===== config.mk =====
export PLATFORM = sky130hd
export DESIGN_NAME = wave_interp_lookup_flat
export DESIGN_NICKNAME = d
export VERILOG_FILES = /design/src/rtl/wave_interp_lookup_if.sv /design/src/rtl/wave_interp_lookup.sv /design/src/flat_wrapper.sv
export SDC_FILE = /design/constraint.sdc
export NUM_CORES = 1
export LEC_CHECK = 0
export CAP_MARGIN = 5
export CORE_ASPECT_RATIO = 0.7
export CORE_MARGIN = 2
export CORE_UTILIZATION = 30
export DETAILED_ROUTE_END_ITERATION = 12
export PLACE_DENSITY = 0.57
export SLEW_MARGIN = 20
export SYNTH_ARGS = -nofsm -noshare
export SYNTH_HDL_FRONTEND = slang
export SYNTH_SLANG_ARGS = --single-unit

===== constraint.sdc =====
create_clock -name CLK -period 7.14 [get_ports CLK]
set_clock_uncertainty 0.1 [all_clocks]
set_input_delay 1.428 -clock CLK [delete_from_list [all_inputs] [get_ports CLK]]
set_output_delay 1.428 -clock CLK [all_outputs]
set_load 0.01 [all_outputs]

===== src/rtl/wave_interp_lookup_if.sv =====
// Lookup request/result bus plus the wavetable ROM read port of wave_interp_lookup.
// The client (NCO side and ROM model) uses master; the lookup engine uses slave.
interface wave_interp_lookup_if #(
    parameter int PHASE_W  = 16,
    parameter int ADDR_W   = 6,
    parameter int SAMPLE_W = 8,
    parameter int PROG_W   = 7
);
    logic                     START;
    logic [PHASE_W-1:0]       PHASE;
    logic [PROG_W-1:0]        PROGRAM;
    logic [1:0]               MODE;
    logic                     INTERP_EN;
    logic                     ROM_EN;
    logic [PROG_W+ADDR_W-1:0] ROM_ADDR;
    logic [SAMPLE_W-1:0]      ROM_DATA;
    logic                     BUSY;
    logic [SAMPLE_W-1:0]      SAMPLE_OUT;
    logic                     OUT_VALID;

    modport master (
        output START, PHASE, PROGRAM, MODE, INTERP_EN, ROM_DATA,
        input  ROM_EN, ROM_ADDR, BUSY, SAMPLE_OUT, OUT_VALID
    );

    modport slave (
        input  START, PHASE, PROGRAM, MODE, INTERP_EN, ROM_DATA,
        output ROM_EN, ROM_ADDR, BUSY, SAMPLE_OUT, OUT_VALID
    );
endinterface


===== src/rtl/wave_interp_lookup.sv =====
// Phase-to-sample lookup through an external wavetable ROM with full/half/quarter symmetry
// folding and optional linear interpolation between adjacent table points.
module wave_interp_lookup #(
    parameter int PHASE_W  = 16,
    parameter int ADDR_W   = 6,
    parameter int FRAC_W   = 8,
    parameter int SAMPLE_W = 8,
    parameter int PROG_W   = 7
) (
    input  logic                 CLK,
    input  logic                 RST,
    wave_interp_lookup_if.slave  bus
);
    localparam int IDX_W   = ADDR_W + 2;
    localparam int SPLIT_W = IDX_W + FRAC_W;
    localparam int PROD_W  = SAMPLE_W + FRAC_W + 3;

    localparam logic [1:0] MODE_HALF    = 2'd1;
    localparam logic [1:0] MODE_QUARTER = 2'd2;

    typedef enum logic [2:0] {
        ST_IDLE = 3'd0,
        ST_RD0  = 3'd1,
        ST_CAP0 = 3'd2,
        ST_CAP1 = 3'd3,
        ST_CALC = 3'd4
    } state_t;

    // Right-aligns {index, fraction}; the index field is zero-extended to IDX_W bits.
    function automatic logic [SPLIT_W-1:0] split_phase(input logic [1:0] mode,
                                                        input logic [PHASE_W-1:0] phase);
        logic [PHASE_W-1:0] sh_s;
        case (mode)
            MODE_HALF:    sh_s = phase >> (PHASE_W - ADDR_W - 1 - FRAC_W);
            MODE_QUARTER: sh_s = phase >> (PHASE_W - ADDR_W - 2 - FRAC_W);
            default:      sh_s = phase >> (PHASE_W - ADDR_W - FRAC_W);
        endcase
        return sh_s[SPLIT_W-1:0];
    endfunction

    function automatic logic [IDX_W-1:0] next_index(input logic [1:0] mode,
                                                     input logic [IDX_W-1:0] idx);
        logic [IDX_W-1:0] inc_s;
        inc_s = idx + {{(IDX_W-1){1'b0}}, 1'b1};
        case (mode)
            MODE_HALF:    return inc_s & {1'b0, {(ADDR_W+1){1'b1}}};
            MODE_QUARTER: return inc_s;
            default:      return inc_s & {2'b00, {ADDR_W{1'b1}}};
        endcase
    endfunction

    // Returns {invert, table address}; M-k is the bitwise complement of k.
    function automatic logic [ADDR_W:0] map_index(input logic [1:0] mode,
                                                   input logic [IDX_W-1:0] idx);
        logic [ADDR_W-1:0] k_s;
        k_s = idx[ADDR_W-1:0];
        case (mode)
            MODE_HALF:    return {idx[ADDR_W], idx[ADDR_W] ? ~k_s : k_s};
            MODE_QUARTER: return {idx[ADDR_W+1], idx[ADDR_W] ? ~k_s : k_s};
            default:      return {1'b0, k_s};
        endcase
    endfunction

    function automatic logic [SAMPLE_W-1:0] apply_invert(input logic inv,
                                                          input logic [SAMPLE_W-1:0] d);
        return inv ? ~d : d;
    endfunction

    state_t                   state_r, next_state_s;
    logic [SPLIT_W-1:0]       split_s;
    logic [IDX_W-1:0]         idx0_s, idx1_s;
    logic [FRAC_W-1:0]        frac_in_s;
    logic [ADDR_W:0]          map0_s, map1_s;
    logic                     accept_s, rom_en_nx_s;
    logic signed [PROD_W-1:0] s0_ext_s, diff_ext_s, frac_ext_s;
    logic [SAMPLE_W-1:0]      lerp_s;

    logic                     rom_en_r, busy_r, out_valid_r;
    logic [PROG_W+ADDR_W-1:0] rom_addr_r;
    logic [SAMPLE_W-1:0]      sample_out_r, s0_r, s1_r;
    logic                     inv0_r, inv1_r, interp_r;
    logic [ADDR_W-1:0]        addr1_r;
    logic [PROG_W-1:0]        prog_r;
    logic [FRAC_W-1:0]        frac_r;

    // Both table points are mapped up front so the CAP0 address is ready one edge early.
    assign split_s     = split_phase(bus.MODE, bus.PHASE);
    assign idx0_s      = split_s[SPLIT_W-1 -: IDX_W];
    assign frac_in_s   = split_s[FRAC_W-1:0];
    assign idx1_s      = next_index(bus.MODE, idx0_s);
    assign map0_s      = map_index(bus.MODE, idx0_s);
    assign map1_s      = map_index(bus.MODE, idx1_s);
    assign accept_s    = (state_r == ST_IDLE) && bus.START;
    assign rom_en_nx_s = (next_state_s == ST_RD0) || ((next_state_s == ST_CAP0) && interp_r);

    // FSM state register
    always_ff @(posedge CLK or posedge RST) begin
        if (RST) begin
            state_r <= ST_IDLE;
        end else begin
            state_r <= next_state_s;
        end
    end

    // FSM next-state logic
    always_comb begin
        next_state_s = state_r;
        case (state_r)
            ST_IDLE: begin
                if (bus.START) begin
                    next_state_s = ST_RD0;
                end else begin
                    next_state_s = ST_IDLE;
                end
            end
            ST_RD0: next_state_s = ST_CAP0;
            ST_CAP0: begin
                if (interp_r) begin
                    next_state_s = ST_CAP1;
                end else begin
                    next_state_s = ST_CALC;
                end
            end
            ST_CAP1: next_state_s = ST_CALC;
            ST_CALC: next_state_s = ST_IDLE;
            default: next_state_s = ST_IDLE;
        endcase
    end

    // Linear interpolation; the result stays between s0 and s1 so truncation is exact
    always_comb begin
        s0_ext_s   = $signed({{(PROD_W-SAMPLE_W){1'b0}}, s0_r});
        diff_ext_s = $signed({{(PROD_W-SAMPLE_W){1'b0}}, s1_r}) - s0_ext_s;
        frac_ext_s = $signed({{(PROD_W-FRAC_W){1'b0}}, frac_r});
        if (interp_r) begin
            lerp_s = SAMPLE_W'(s0_ext_s + ((diff_ext_s * frac_ext_s) >>> FRAC_W));
        end else begin
            lerp_s = s0_r;
        end
    end

    // Request latching, ROM strobe/address, sample capture and result registers
    always_ff @(posedge CLK or posedge RST) begin
        if (RST) begin
            rom_en_r     <= 1'b0;
            busy_r       <= 1'b0;
            out_valid_r  <= 1'b0;
            rom_addr_r   <= {(PROG_W+ADDR_W){1'b0}};
            sample_out_r <= {SAMPLE_W{1'b0}};
            s0_r         <= {SAMPLE_W{1'b0}};
            s1_r         <= {SAMPLE_W{1'b0}};
            inv0_r       <= 1'b0;
            inv1_r       <= 1'b0;
            interp_r     <= 1'b0;
            addr1_r      <= {ADDR_W{1'b0}};
            prog_r       <= {PROG_W{1'b0}};
            frac_r       <= {FRAC_W{1'b0}};
        end else begin
            rom_en_r    <= rom_en_nx_s;
            busy_r      <= (next_state_s != ST_IDLE);
            out_valid_r <= (state_r == ST_CALC);
            if (accept_s) begin
                rom_addr_r <= {bus.PROGRAM, map0_s[ADDR_W-1:0]};
                inv0_r     <= map0_s[ADDR_W];
                inv1_r     <= map1_s[ADDR_W];
                addr1_r    <= map1_s[ADDR_W-1:0];
                prog_r     <= bus.PROGRAM;
                frac_r     <= frac_in_s;
                interp_r   <= bus.INTERP_EN;
            end else if ((state_r == ST_RD0) && interp_r) begin
                rom_addr_r <= {prog_r, addr1_r};
            end
            if (state_r == ST_CAP0) begin
                s0_r <= apply_invert(inv0_r, bus.ROM_DATA);
            end
            if (state_r == ST_CAP1) begin
                s1_r <= apply_invert(inv1_r, bus.ROM_DATA);
            end
            if (state_r == ST_CALC) begin
                sample_out_r <= lerp_s;
            end
        end
    end

    assign bus.ROM_EN     = rom_en_r;
    assign bus.ROM_ADDR   = rom_addr_r;
    assign bus.BUSY       = busy_r;
    assign bus.SAMPLE_OUT = sample_out_r;
    assign bus.OUT_VALID  = out_valid_r;

endmodule


===== src/flat_wrapper.sv =====
// flat-port wrapper written by rule: the top's interface ports become plain ports
module wave_interp_lookup_flat 
#(
    parameter int PHASE_W  = 16,
    parameter int ADDR_W   = 6,
    parameter int FRAC_W   = 8,
    parameter int SAMPLE_W = 8,
    parameter int PROG_W   = 7
)
  (CLK, RST, bus_START, bus_PHASE, bus_PROGRAM, bus_MODE, bus_INTERP_EN, bus_ROM_DATA, bus_ROM_EN, bus_ROM_ADDR, bus_BUSY, bus_SAMPLE_OUT, bus_OUT_VALID);
  wave_interp_lookup_if #(.PHASE_W(PHASE_W), .ADDR_W(ADDR_W), .SAMPLE_W(SAMPLE_W), .PROG_W(PROG_W)) bus_i ();
  input  logic CLK;
  input  logic RST;
  input wire logic [$bits(bus_i.START)-1:0] bus_START;
  input wire logic [$bits(bus_i.PHASE)-1:0] bus_PHASE;
  input wire logic [$bits(bus_i.PROGRAM)-1:0] bus_PROGRAM;
  input wire logic [$bits(bus_i.MODE)-1:0] bus_MODE;
  input wire logic [$bits(bus_i.INTERP_EN)-1:0] bus_INTERP_EN;
  input wire logic [$bits(bus_i.ROM_DATA)-1:0] bus_ROM_DATA;
  output wire logic [$bits(bus_i.ROM_EN)-1:0] bus_ROM_EN;
  output wire logic [$bits(bus_i.ROM_ADDR)-1:0] bus_ROM_ADDR;
  output wire logic [$bits(bus_i.BUSY)-1:0] bus_BUSY;
  output wire logic [$bits(bus_i.SAMPLE_OUT)-1:0] bus_SAMPLE_OUT;
  output wire logic [$bits(bus_i.OUT_VALID)-1:0] bus_OUT_VALID;
  assign bus_i.START = bus_START;
  assign bus_i.PHASE = bus_PHASE;
  assign bus_i.PROGRAM = bus_PROGRAM;
  assign bus_i.MODE = bus_MODE;
  assign bus_i.INTERP_EN = bus_INTERP_EN;
  assign bus_i.ROM_DATA = bus_ROM_DATA;
  assign bus_ROM_EN = bus_i.ROM_EN;
  assign bus_ROM_ADDR = bus_i.ROM_ADDR;
  assign bus_BUSY = bus_i.BUSY;
  assign bus_SAMPLE_OUT = bus_i.SAMPLE_OUT;
  assign bus_OUT_VALID = bus_i.OUT_VALID;
  wave_interp_lookup #(.PHASE_W(PHASE_W), .ADDR_W(ADDR_W), .FRAC_W(FRAC_W), .SAMPLE_W(SAMPLE_W), .PROG_W(PROG_W)) u_core (.CLK(CLK), .RST(RST), .bus(bus_i));
endmodule

==> reports/results.ini <==
[setup_path]
startpoint_type=flip-flop
path_class=flip-flop to flip-flop
cp-end-kind=flip-flop
cp_slowest_cell=fa_1
crit_arrival_ns=7.04
max_stage_delay_ns=0.53
crit_fanout=4
worstPathRequired_ns=7.31

[timing]
max_freq_mhz=145
tightest_slew_ns=0.872
hold_viol_final=0
setup_viol=0
relSlewSlack=0.419
period_minus_slack_ns=6.88
hold_ws_ns=0.375
fin_crit_sh=0.963
finalMaxSlewViolations=0

[logic_synthesis]
yosys_warnings=0
synth-edff-count=0
ys_top_cells_by_area=dfrtp_1 26%, fa_1 16%, ha_1 9.9%
yosys.area.top_type=dfrtp_1
ys_seq_elements=67
synth_top_family_by_area=adder cells
syn_inst=715
async_flop_share=1.00
ys_seq_area_frac=0.260
syn_area_mm2=0.00646
synth_top_cell_area_share=0.260
syn_avg_cell_area_um2=9.03
synth_compound_area_frac=0.127
synthAdderAreaFrac=0.263
yosysMostFrequentCell=nand2_1
muxShareOfSynthArea=0.0296
synth_xor_area_frac=0.0814
synth_common_cells=96 x nand2_1, 92 x inv_1, 67 x dfrtp_1
synth.distinct_cells=57
synth_nets=856
synth_simple_gate_area_share=0.161
synth_flop_cell=dfrtp_1

[clocking]
clk_pin_slew_ns=0.06
clock_latency_ns=0.33
cts_buffers=9
cts.sinks=67
cts-root-buf=clkbuf_16
tritoncts=built
htreeDepth=3
clockBufferDepth=2
postCtsHoldBufs=0

[final_layout]
fin_area_mm2=0.00813
area.growth.synth_to_final_pct=25.9
diodes=0
drive_above_1_share=0.163
nets=940

[place]
port_buffers=60
gp_congestion=0.822
dp_hpwl_um=11800
place_area_mm2=0.00749

[die]
rows=44
core-area_mm2=0.0209
die_w_um=179
die_area_mm2=0.0227
fp.dieH_um=127
ios=61
initial_core_util=0.309

[routing]
num_vias=4961
drc=0
wl_per_cell_um=14.0
totalWireLength_um=15100
drt_iter0_drc=254
ant_nets=0
first_pass_iters=4
viasPerCell=4.59

[status]
status=complete, no violations

[global_route]
grt_first_pass_wirelength_um=25300
grt_max_degree=68
antenna_found_initial=0
grt_pass1_vias=4941
grt_overflow=0
track_usage=0.139

[run]
maxCapViolCount=0

[worst_hold_path]
hold_path_class=flip-flop to flip-flop

==> cell usage in the layout, fill, tap and decap left out, types with 6 or more instances in the layout <==
| master | netlist | routed |
|---|---|---|
| mux2_2 | 9 | 9 |
| nor3_1 | 9 | 6 |
| inv_1 | 92 | 87 |
| clkbuf_16 | 0 | 9 |
| o21ai_0 | 28 | 25 |
| o21ai_1 | 6 | 6 |
| ha_1 | 51 | 42 |
| o211ai_1 | 8 | 8 |
| o21a_1 | 13 | 13 |
| nand2_1 | 96 | 93 |
| a22oi_1 | 14 | 14 |
| a21oi_1 | 31 | 28 |
| nor2b_1 | 13 | 9 |
| xnor2_1 | 41 | 39 |
| xor2_1 | 19 | 19 |
| nor2_1 | 41 | 38 |
| and2_1 | 24 | 23 |
| buf_4 | 5 | 46 |
| fa_1 | 53 | 52 |
| mux2i_1 | 9 | 9 |
| dfrtp_1 | 67 | 66 |
| clkdlybuf4s50_1 | 0 | 60 |
| nand2b_1 | 9 | 9 |
==> final cells by class <==
| type | instances | area, µm² |
|---|---|---|
| Fill cell | 2119 | 12800 |
| Multi-Input combinational cell | 522 | 4530 |
| Tap cell | 276 | 345 |
| Timing Repair Buffer | 107 | 957 |
| Clock inverter | 6 | 40.0 |
| Clock buffer | 10 | 239 |
| Inverter | 92 | 345 |
| Sequential cell | 67 | 1680 |
==> final timing paths <==
kind                                                     start                                   end  slack [ns]  cells past startpoint
max reg2reg                         u_core.s0_r[1]$_DFFE_PP0N_  u_core.bus.SAMPLE_OUT[7]$_DFFE_PP0P_        0.26                     32
min reg2reg                u_core.bus.ROM_ADDR[12]$_DFFE_PP0P_   u_core.bus.ROM_ADDR[12]$_DFFE_PP0P_        0.37                      2
max                                 u_core.s0_r[1]$_DFFE_PP0N_  u_core.bus.SAMPLE_OUT[7]$_DFFE_PP0P_        0.26                     32
min in group asynchronous                                  RST  u_core.bus.SAMPLE_OUT[4]$_DFFE_PP0P_        1.58                      3
max in group asynchronous                                  RST            u_core.s0_r[5]$_DFFE_PP0N_        4.78                      3
min                        u_core.bus.ROM_ADDR[12]$_DFFE_PP0P_   u_core.bus.ROM_ADDR[12]$_DFFE_PP0P_        0.37                      2
==> worst max-delay path, delay by kind of cell, from the launching register on <==
family,cells,cell delay (ns)
xor+xnor,2,0.31
fa+ha+maj,7,2.56
buf+inv,4,0.22
compound gates,10,1.60
simple gates,9,1.63
flops,1,0.38
==> what timing repair did <==
item                                    4_1_cts  5_1_grt
setup buffers                                 2       12
cloned                                        0        0
resized for setup                            14       44
endpoints found under the setup margin        2        5
pin swaps                                     3       42
==> through the flow <==
stage               setup TNS [ns]  instances  setup WS [ns]  utilization
detailed placement          -0.283       1050         -0.225        0.358
global route               -0.0384       1080        -0.0384        0.389
CTS                              0       1068        0.00360        0.375
finish                           0       1080          0.264        0.389
floorplan                        0        715          0.254            -
global placement           -0.0512       1050        -0.0512        0.358
==> layer usage <==
metal,track usage,up-vias,share of wire
met5,0,-,0
met4,0.0218,0,0.0041
met3,0.0273,5,0.034
met2,0.187,77,0.40
met1,0.228,2389,0.56
li1,-,2490,-
==> state kept, by name, indices dropped and copies added (netlist names), 3 cells and up <==
register	flops
u_core.s0_r	8
u_core.s1_r	8
u_core.frac_r	8
u_core.bus.SAMPLE_OUT	8
u_core.prog_r	7
u_core.addr1_r	6
u_core.state_r	3
u_core.bus.ROM_ADDR	13
==> logic make-up after synthesis <==
| family | count (synthesis) |
|---|---|
| mux | 18 |
| buf+inv | 126 |
| compound gates | 125 |
| xor+xnor | 60 |
| fa+ha+maj | 104 |
| simple gates | 215 |
| flops | 67 |
Power is not shown: default switching activity piles up to over one toggle a cycle in this logic, so the estimate is an artifact.
